`config.mk`:
```
export PLATFORM = sky130hd
export DESIGN_NAME = modulo_iter
export DESIGN_NICKNAME = d
export VERILOG_FILES = /design/src/rtl/modulo_iter.sv
export SDC_FILE = /design/constraint.sdc
export NUM_CORES = 1
export LEC_CHECK = 0
export CORE_MARGIN = 2
export CORE_UTILIZATION = 59
export DETAILED_ROUTE_END_ITERATION = 8
export MAX_ROUTING_LAYER = met4
export PLACE_DENSITY = 0.93
export SYNTH_ARGS = -nofsm -noshare
export SYNTH_HDL_FRONTEND = slang
export SYNTH_SLANG_ARGS = --single-unit
```
`constraint.sdc`:
```
create_clock -name clk -period 4.6 [get_ports clk]
set_clock_uncertainty 0.15 [all_clocks]
set_input_delay 0.46 -clock clk [delete_from_list [all_inputs] [get_ports clk]]
set_output_delay 0.46 -clock clk [all_outputs]
set_load 0.05 [all_outputs]
```
`src/rtl/modulo_iter.sv`:
```
// Iterative restoring divider: one quotient bit per cycle, MSB first, returning
// either remainder or quotient (unsigned or two's-complement) with N/Z/C/V flags.
module modulo_iter #(
    parameter int n = 32
) (
    input  logic         clk,
    input  logic         rst_n,
    input  logic         start,
    input  logic [n-1:0] a,
    input  logic [n-1:0] b,
    input  logic         signo,
    input  logic         modo,
    output logic         busy,
    output logic         done,
    output logic [n-1:0] c,
    output logic [3:0]   banderas
);
    localparam int CW = (n > 1) ? $clog2(n) : 1;

    typedef enum logic [1:0] {IDLE, CALC, FIN} state_t;

    state_t        state;
    logic [n-1:0]  rem, quo, dvsr;
    logic [CW-1:0] cnt;
    logic          neg_a, neg_b, sgn, mod_q, dz, ovf;

    logic [n-1:0]  a_abs, b_abs, q_res, r_res, res;
    logic [n:0]    rem_shift, diff;
    logic          v_flag;

    always_comb begin
        a_abs     = (signo && a[n-1]) ? -a : a;
        b_abs     = (signo && b[n-1]) ? -b : b;
        rem_shift = {rem, quo[n-1]};
        diff      = rem_shift - {1'b0, dvsr};
        q_res     = (sgn && (neg_a ^ neg_b)) ? -quo : quo;
        r_res     = (sgn && neg_a) ? -rem : rem;
        // Divide-by-zero keeps the raw dividend in quo so the remainder is a itself.
        if (dz) res = mod_q ? '1 : quo;
        else    res = mod_q ? q_res : r_res;
        v_flag    = dz | (ovf & mod_q);
    end

    always_ff @(posedge clk or negedge rst_n) begin
        if (!rst_n) begin
            state    <= IDLE;
            busy     <= 1'b0;
            done     <= 1'b0;
            c        <= '0;
            banderas <= '0;
            rem      <= '0;
            quo      <= '0;
            dvsr     <= '0;
            cnt      <= '0;
            neg_a    <= 1'b0;
            neg_b    <= 1'b0;
            sgn      <= 1'b0;
            mod_q    <= 1'b0;
            dz       <= 1'b0;
            ovf      <= 1'b0;
        end else begin
            done <= 1'b0;
            case (state)
                IDLE: if (start) begin
                    sgn   <= signo;
                    mod_q <= modo;
                    neg_a <= signo & a[n-1];
                    neg_b <= signo & b[n-1];
                    rem   <= '0;
                    busy  <= 1'b1;
                    if (b != '0) begin
                        quo   <= a_abs;
                        dvsr  <= b_abs;
                        cnt   <= CW'(n - 1);
                        dz    <= 1'b0;
                        ovf   <= signo && (a == {1'b1, {(n-1){1'b0}}}) && (b == '1);
                        state <= CALC;
                    end else begin
                        quo   <= a;
                        dvsr  <= '0;
                        cnt   <= '0;
                        dz    <= 1'b1;
                        ovf   <= 1'b0;
                        state <= FIN;
                    end
                end
                CALC: begin
                    if (!diff[n]) begin
                        rem <= diff[n-1:0];
                        quo <= {quo[n-2:0], 1'b1};
                    end else begin
                        rem <= rem_shift[n-1:0];
                        quo <= {quo[n-2:0], 1'b0};
                    end
                    cnt <= cnt - 1'b1;
                    if (cnt == '0) state <= FIN;
                end
                FIN: begin
                    c        <= res;
                    banderas <= {sgn & res[n-1], res == '0, 1'b0, v_flag};
                    done     <= 1'b1;
                    busy     <= 1'b0;
                    state    <= IDLE;
                end
                default: state <= IDLE;
            endcase
        end
    end
endmodule

```
==> impl_metrics.json, run 1 <==
{
  "status": "finished clean",
  "peakVddDrop_v": 0.000437,
  "global_route.usage.met3_pct": 5.79,
  "ant_nets": 0,
  "critPathCaptureType": "flip-flop",
  "synth_top_area_share_pct": 32.4,
  "maxSlewHeadroom_pct": 1.79,
  "final_cell_mix": "nand2_1, dfrtp_1, o21ai_0",
  "synthCells": 1391,
  "drt-initial-drc-count": 1806,
  "worst_slew_pin_slew_ps": 1470,
  "postSynth.asyncResetShare_pct": 100,
  "wl_per_cell_um": 21.4,
  "cts.sinks": 146,
  "grt_use_total_pct": 37.7,
  "r2r_cells": 13,
  "r2r_start": "quo[31]",
  "synth_area_leaders": "dfrtp_1, o21ai_0, nand2_1",
  "io_buffer_count": 105,
  "synth_nets": 1500,
  "drcViolationCount": 0,
  "hpwlAfterDp_um": 26800,
  "synthToLayoutAreaGrowth_pct": 15.8,
  "slowest_delay_ps": 440,
  "finalSetupViolations": 0,
  "yosysWarnings": 0,
  "internal_power_mw": 5.56,
  "grt.met2_usage_pct": 56.4,
  "hold_path_class": "reg -> reg",
  "endpoint": "rem[13]",
  "hold_ws_ps": 325,
  "design.die.area_um2": 20200,
  "p_sw_share_pct": 50.0,
  "required_ps": 4750,
  "reg2reg_to": "rem[13]",
  "numCtsBuffers": 17,
  "vias_per_cell": 6.84,
  "clk_pin_slew_ps": 70,
  "critPathLaunch": "quo[31]",
  "final_area_um2": 13100,
  "drive_above_1_share_pct": 5.64,
  "rows": 50,
  "postSynthAreaPerCell_um2": 8.11,
  "cts-root-buf": "clkbuf_16",
  "finalWirelength_um": 36500,
  "pwr-share-clk_pct": 12.8,
  "first_pass_iters": 8,
  "coreArea_um2": 18700,
  "power.density_nw_per_um2": 851,
  "total_power_mw": 11.1,
  "synth-seq-cells": 146,
  "grtUsageMet1_pct": 51.5,
  "dp_cells": 1673,
  "htree_levels": 4,
  "die_w_um": 142,
  "post-route-period-util_pct": 84.8,
  "antenna_found_initial": 0,
  "layout_commonest_cell": "nand2_1",
  "cts_tree": "built",
  "die_height_um": 142,
  "r2r_slack_ps": 700,
  "cts_hold_buf": 1,
  "drv_cap": 0,
  "worstPathArrival_ps": 4050,
  "worst_path_max_delay_cell": "xor2_4",
  "power.leakage_nw": 5.34,
  "grt_max_degree": 82,
  "rsz0062_at_grt": "false",
  "n_antenna_cell": 0,
  "start_util_pct": 60.3,
  "path_cells": "inv_1, ha_1, fa_1, nor2b_1, o31a_1, o21ai_2, a2111o_1, a21o_2, a311oi_4, xor2_4, buf_4, mux2i_1, o21ai_1",
  "pwr-share-seq_pct": 25.3,
  "finalSetupTns_ps": 0,
  "cts_buffer_depth": 2,
  "fmax_ghz": 0.256,
  "post-route-min-period_ps": 3900,
  "grt_pass1_wl_um": 58100,
  "placed_cell_area_um2": 12500,
  "ys_types": 81,
  "grt-ovfl-total": 0,
  "critPathKind": "reg -> reg",
  "hold_viol": 0,
  "clkLatencyLatePin_ps": 430,
  "synthFlopType": "dfrtp_1",
  "cts_setup_buffers": 0,
  "grt-busiest-layer": "met2",
  "slew_violations": 0,
  "nets": 1568,
  "nFillCells": 1426,
  "synth-edff-count": 0,
  "path_max_fanout": 12,
  "instances_no_fill": 1706,
  "synthesis.area_um2": 11300,
  "cp-start-kind": "flip-flop",
  "postCtsResizedCells": 0,
  "yosysTopAreaCell": "dfrtp_1",
  "gp_congestion": 1.05,
  "pin_count": 107,
  "route.vias.total": 11700,
  "p_sw_mw": 5.55,
  "first_global_vias": 10700,
  "yosysSeqAreaShare_pct": 32.4,
  "power_frac_comb_pct": 61.9
}
flip-flops by register name, indices dropped and copies added, names as in the netlist:
| register | count |
|---|---|
| banderas | 3 |
| busy | 1 |
| c | 32 |
| cnt | 5 |
| done | 1 |
| dvsr | 32 |
| dz | 1 |
| mod_q | 1 |
| neg_a | 1 |
| neg_b | 1 |
| ovf | 1 |
| quo | 32 |
| rem | 32 |
| sgn | 1 |
| state | 2 |
Yosys cell counts, types with 16 or more instances:
cell,n
nand2_1,171
nor2_1,87
nand3b_1,16
nor3_1,34
mux2i_1,32
nand4_1,25
inv_1,62
clkbuf_1,70
o21ai_1,21
o31ai_1,23
xnor2_1,48
nand3_1,36
ha_1,39
a21oi_1,84
dfrtp_1,146
xor2_1,62
o21ai_0,131
a22oi_1,17
nor4_1,21
layout make-up:
type / count / area (um^2) / area share, %
timing repair buffer: 130 / 1240 / 9.51
clock buffer: 22 / 464 / 3.55
multi-input combinational: 1102 / 7050 / 54.0
inverter: 62 / 233 / 1.78
clock inverter: 10 / 126 / 0.968
tap: 234 / 293 / 2.24
sequential: 146 / 3650 / 28.0
worst min path at each step:
stage,end,startpoint,slack [ps],cells past startpoint
5_1_grt,c[28],c[28],360,2
4_1_cts,c[28],c[28],330,2
6_report,c[28],c[28],330,2
2_1_floorplan,banderas[0],rst_n,10,0
3_5_place_dp,c[28],c[28],320,2
3_3_place_gp,dvsr[2],dvsr[2],310,2
metal layers:
metal / vias up / routed length (um)
met2: 796 / 16200
met5: - / 0
met1: 5494 / 14600
met3: 152 / 3990
li1: 5232 / -
met4: 0 / 1720
power by group through the flow:
stage	clock network, mW	logic (mW)	registers (mW)
4_1_cts	1.42	6.73	2.74
3_5_place_dp	0	6.66	2.76
2_1_floorplan	0	5.01	2.58
5_1_grt	1.47	7.46	2.84
3_3_place_gp	0	6.43	2.72
6_report	1.42	6.88	2.82
cells by family (layout without fill, tap and decap cells):
logic type / count (synthesis) / count (layout) / share of synthesized area, %
other: 1 / 1 / 0.0332
AOI/OAI and AO/OA: 428 / 428 / 24.2
muxes: 44 / 44 / 4.04
DFF: 146 / 146 / 32.4
xor gates and xnor gates: 111 / 111 / 8.79
and+or+nand+nor: 478 / 478 / 20.9
buffers and inverters: 143 / 224 / 5.14
adders and majority gates: 40 / 40 / 4.50
worst max-delay path, delay by kind of cell, from the launching register on:
kind            cells  cell delay (ps)
fa+ha+maj           2              670
compound gates      6             1330
buf+inv             2              400
mux                 1              230
simple gates        1              180
flops               1              360
xor+xnor            1              440
per-stage QoR:
step	setup WS, ps	utilization (%)
floorplan	1230	-
global placement	856	66.6
detailed placement	692	66.6
CTS	766	69.8
global route	619	69.8
finish	698	69.8
Power figures use the tool's default switching activity.
==> run 2: changes to the inputs <==
--- a/config.mk
+++ b/config.mk
@@ -6,10 +6,10 @@
 export NUM_CORES = 1
 export LEC_CHECK = 0
 export CORE_MARGIN = 2
-export CORE_UTILIZATION = 59
+export CORE_UTILIZATION = 53
 export DETAILED_ROUTE_END_ITERATION = 8
 export MAX_ROUTING_LAYER = met4
-export PLACE_DENSITY = 0.93
+export PLACE_DENSITY = 0.89
 export SYNTH_ARGS = -nofsm -noshare
 export SYNTH_HDL_FRONTEND = slang
 export SYNTH_SLANG_ARGS = --single-unit
==> constraint.sdc (replaced) <==
create_clock -name clk -period 3.25 [get_ports clk]
set_clock_uncertainty 0.15 [all_clocks]
set_input_delay 0.325 -clock clk [delete_from_list [all_inputs] [get_ports clk]]
set_output_delay 0.325 -clock clk [all_outputs]
set_load 0.05 [all_outputs]
==> impl_metrics.json, run 2 (synthesis gave the netlist of run 1 again) <==
{
  "pwr-share-seq_pct": 18.9,
  "worst_path_max_delay_cell": "dfrtp_1",
  "cts_buffer_depth": 2,
  "critPathKind": "reg -> reg",
  "pin_count": 107,
  "cts-root-buf": "clkbuf_16",
  "grt_pass1_wl_um": 61900,
  "reg2reg_to": "rem[1]",
  "critPathCaptureType": "flip-flop",
  "vias_per_cell": 6.54,
  "utilization_pct": 69.1,
  "nets": 1717,
  "clkLatencyLatePin_ps": 430,
  "r2r_slack_ps": -170,
  "post-route-min-period_ps": 3420,
  "hold_path_class": "in -> async",
  "r2r_start": "dvsr[0]",
  "slew_violations": 0,
  "maxSlewHeadroom_pct": 26.6,
  "htree_levels": 4,
  "first_pass_iters": 7,
  "hold_viol": 0,
  "synthToLayoutAreaGrowth_pct": 28.3,
  "crit_family": "compound AO/OA/AOI/OAI gates",
  "path_cells": "ha_4, fa_2, nor2b_2, o31a_1, o21ai_2, a2111o_1, a21o_2, a311oi_4, xor2_4, buf_12, buf_4, mux2_4, o22ai_1",
  "critPathLaunch": "dvsr[0]",
  "required_ps": 3440,
  "hpwlAfterDp_um": 29400,
  "first_global_vias": 11600,
  "critPathBufInv": 2,
  "grt-ovfl-total": 0,
  "die_height_um": 150,
  "antenna_found_initial": 0,
  "path_depth": 13,
  "design.die.area_um2": 22500,
  "path_max_fanout": 4,
  "slowest_delay_ps": 410,
  "power.density_nw_per_um2": 1260,
  "pre_cts_slack_ps": -192,
  "rows": 53,
  "internal_power_mw": 9.46,
  "power.leakage_nw": 6.13,
  "drcViolationCount": 0,
  "power_frac_comb_pct": 69.4,
  "finalSetupTns_ps": -3500,
  "hold_ws_ps": 200,
  "worstPathArrival_ps": 3610,
  "drt-initial-drc-count": 1691,
  "wl_per_cell_um": 21.4,
  "io_buffer_count": 105,
  "die_w_um": 150,
  "register_area_um2": 3650,
  "fmax_ghz": 0.292,
  "n_antenna_cell": 0,
  "status": "finished, violations left",
  "worst_slew_pin_slew_ps": 1100,
  "drive_above_1_share_pct": 15.9,
  "total_power_mw": 18.3,
  "multi_input_area_um2": 7180,
  "cts_tree": "built",
  "ant_nets": 0,
  "endpoint": "rem[1]",
  "pwr-share-clk_pct": 11.6,
  "p_sw_share_pct": 48.3,
  "route.vias.total": 12400,
  "coreArea_um2": 21000,
  "final_cell_mix": "nand2_1, buf_4, dfrtp_1",
  "peakVddDrop_v": 0.000734,
  "start_util_pct": 53.8,
  "clk_pin_slew_ps": 70,
  "cp-start-kind": "flip-flop",
  "gp_congestion": 1.07,
  "drv_cap": 0,
  "violations": "setup timing",
  "p_sw_mw": 8.83,
  "grt_use_total_pct": 36.4,
  "post-route-period-util_pct": 105,
  "numCtsBuffers": 17,
  "finalWirelength_um": 40600,
  "nFillCells": 1627,
  "cts.sinks": 146,
  "rsz0062_at_grt": "true",
  "r2r_cells": 13,
  "fin_ws_ps": -173,
  "layout_commonest_cell": "nand2_1",
  "grt_max_degree": 76,
  "finalSetupViolations": 31
}
==> run 2: cell types whose count changed in the layout (fill, tap and decap cells not counted), moves of 3 or more <==
cell	change
buf_4	+143
buf_12	+4
clkbuf_1	-3
nor4_1	-3
nor4_2	+3
o21ai_0	-3
o21ai_1	+3
==> run 2: worst min path at each step <==
stage	startpoint	end	slack [ps]	cells after the start
finish	rst_n	rem[19]	200	2
global route	rst_n	rem[19]	230	2
CTS	rst_n	rem[19]	210	2
detailed placement	rst_n	dvsr[20]	90	1
global placement	rst_n	dvsr[19]	80	1
floorplan	rst_n	banderas[0]	-120	0
==> run 2: metal layers <==
layer / vias to the layer above / GRT usage [%] / routed length (um)
li1: 5526 / - / -
met1: 5871 / 47.3 / 16000
met2: 845 / 54.2 / 18100
met3: 166 / 8.96 / 4650
met4: 0 / 15.4 / 1960
met5: - / - / 0
==> run 2: what timing repair did <==
action / in CTS / in global routing
setup endpoints to repair: 34 / 34
endpoints found under the hold margin: 29 / 0
pin swaps: 1 / 2
hold buffers: 1 / 0
buffers inserted: 6 / 7
resized for setup: 5 / 23
gates cloned: 0 / 1
==> run 2: final cells by class <==
type | count | share of cell area [%]
inverters | 62 | 1.61
well taps | 275 | 2.38
clock inverters | 13 | 1.19
repair buffers | 279 | 16.8
multi-input cells | 1102 | 49.6
flip-flops and latches | 146 | 25.2
clock buffers | 19 | 3.13
==> run 2: worst reg2reg max path, stage by stage (launching register included) <==
cell and delay [ps]:
dfrtp_1 410, ha_4 180, fa_2 350, nor2b_2 150
o31a_1 180, o21ai_2 80, a2111o_1 410, a21o_2 230
a311oi_4 300, xor2_4 220, buf_12 150, buf_4 110
mux2_4 290, o22ai_1 130
==> run 2: per-stage QoR <==
step / std cells / cell area [um^2]
2_1_floorplan: 1391 / 11300
3_3_place_gp: 1849 / 13600
3_5_place_dp: 1849 / 13600
4_1_cts: 1888 / 14300
5_1_grt: 1896 / 14500
6_report: 1896 / 14500
==> run 2: power by group through the flow <==
stage	Sequential (mW)	Clock, mW	Combinational, mW
after global placement	3.36	0	10.9
after global routing	3.51	2.20	13.5
after floorplan	3.66	0	7.11
after detailed placement	3.41	0	11.2
final	3.46	2.13	12.7
after CTS	3.39	2.13	11.5
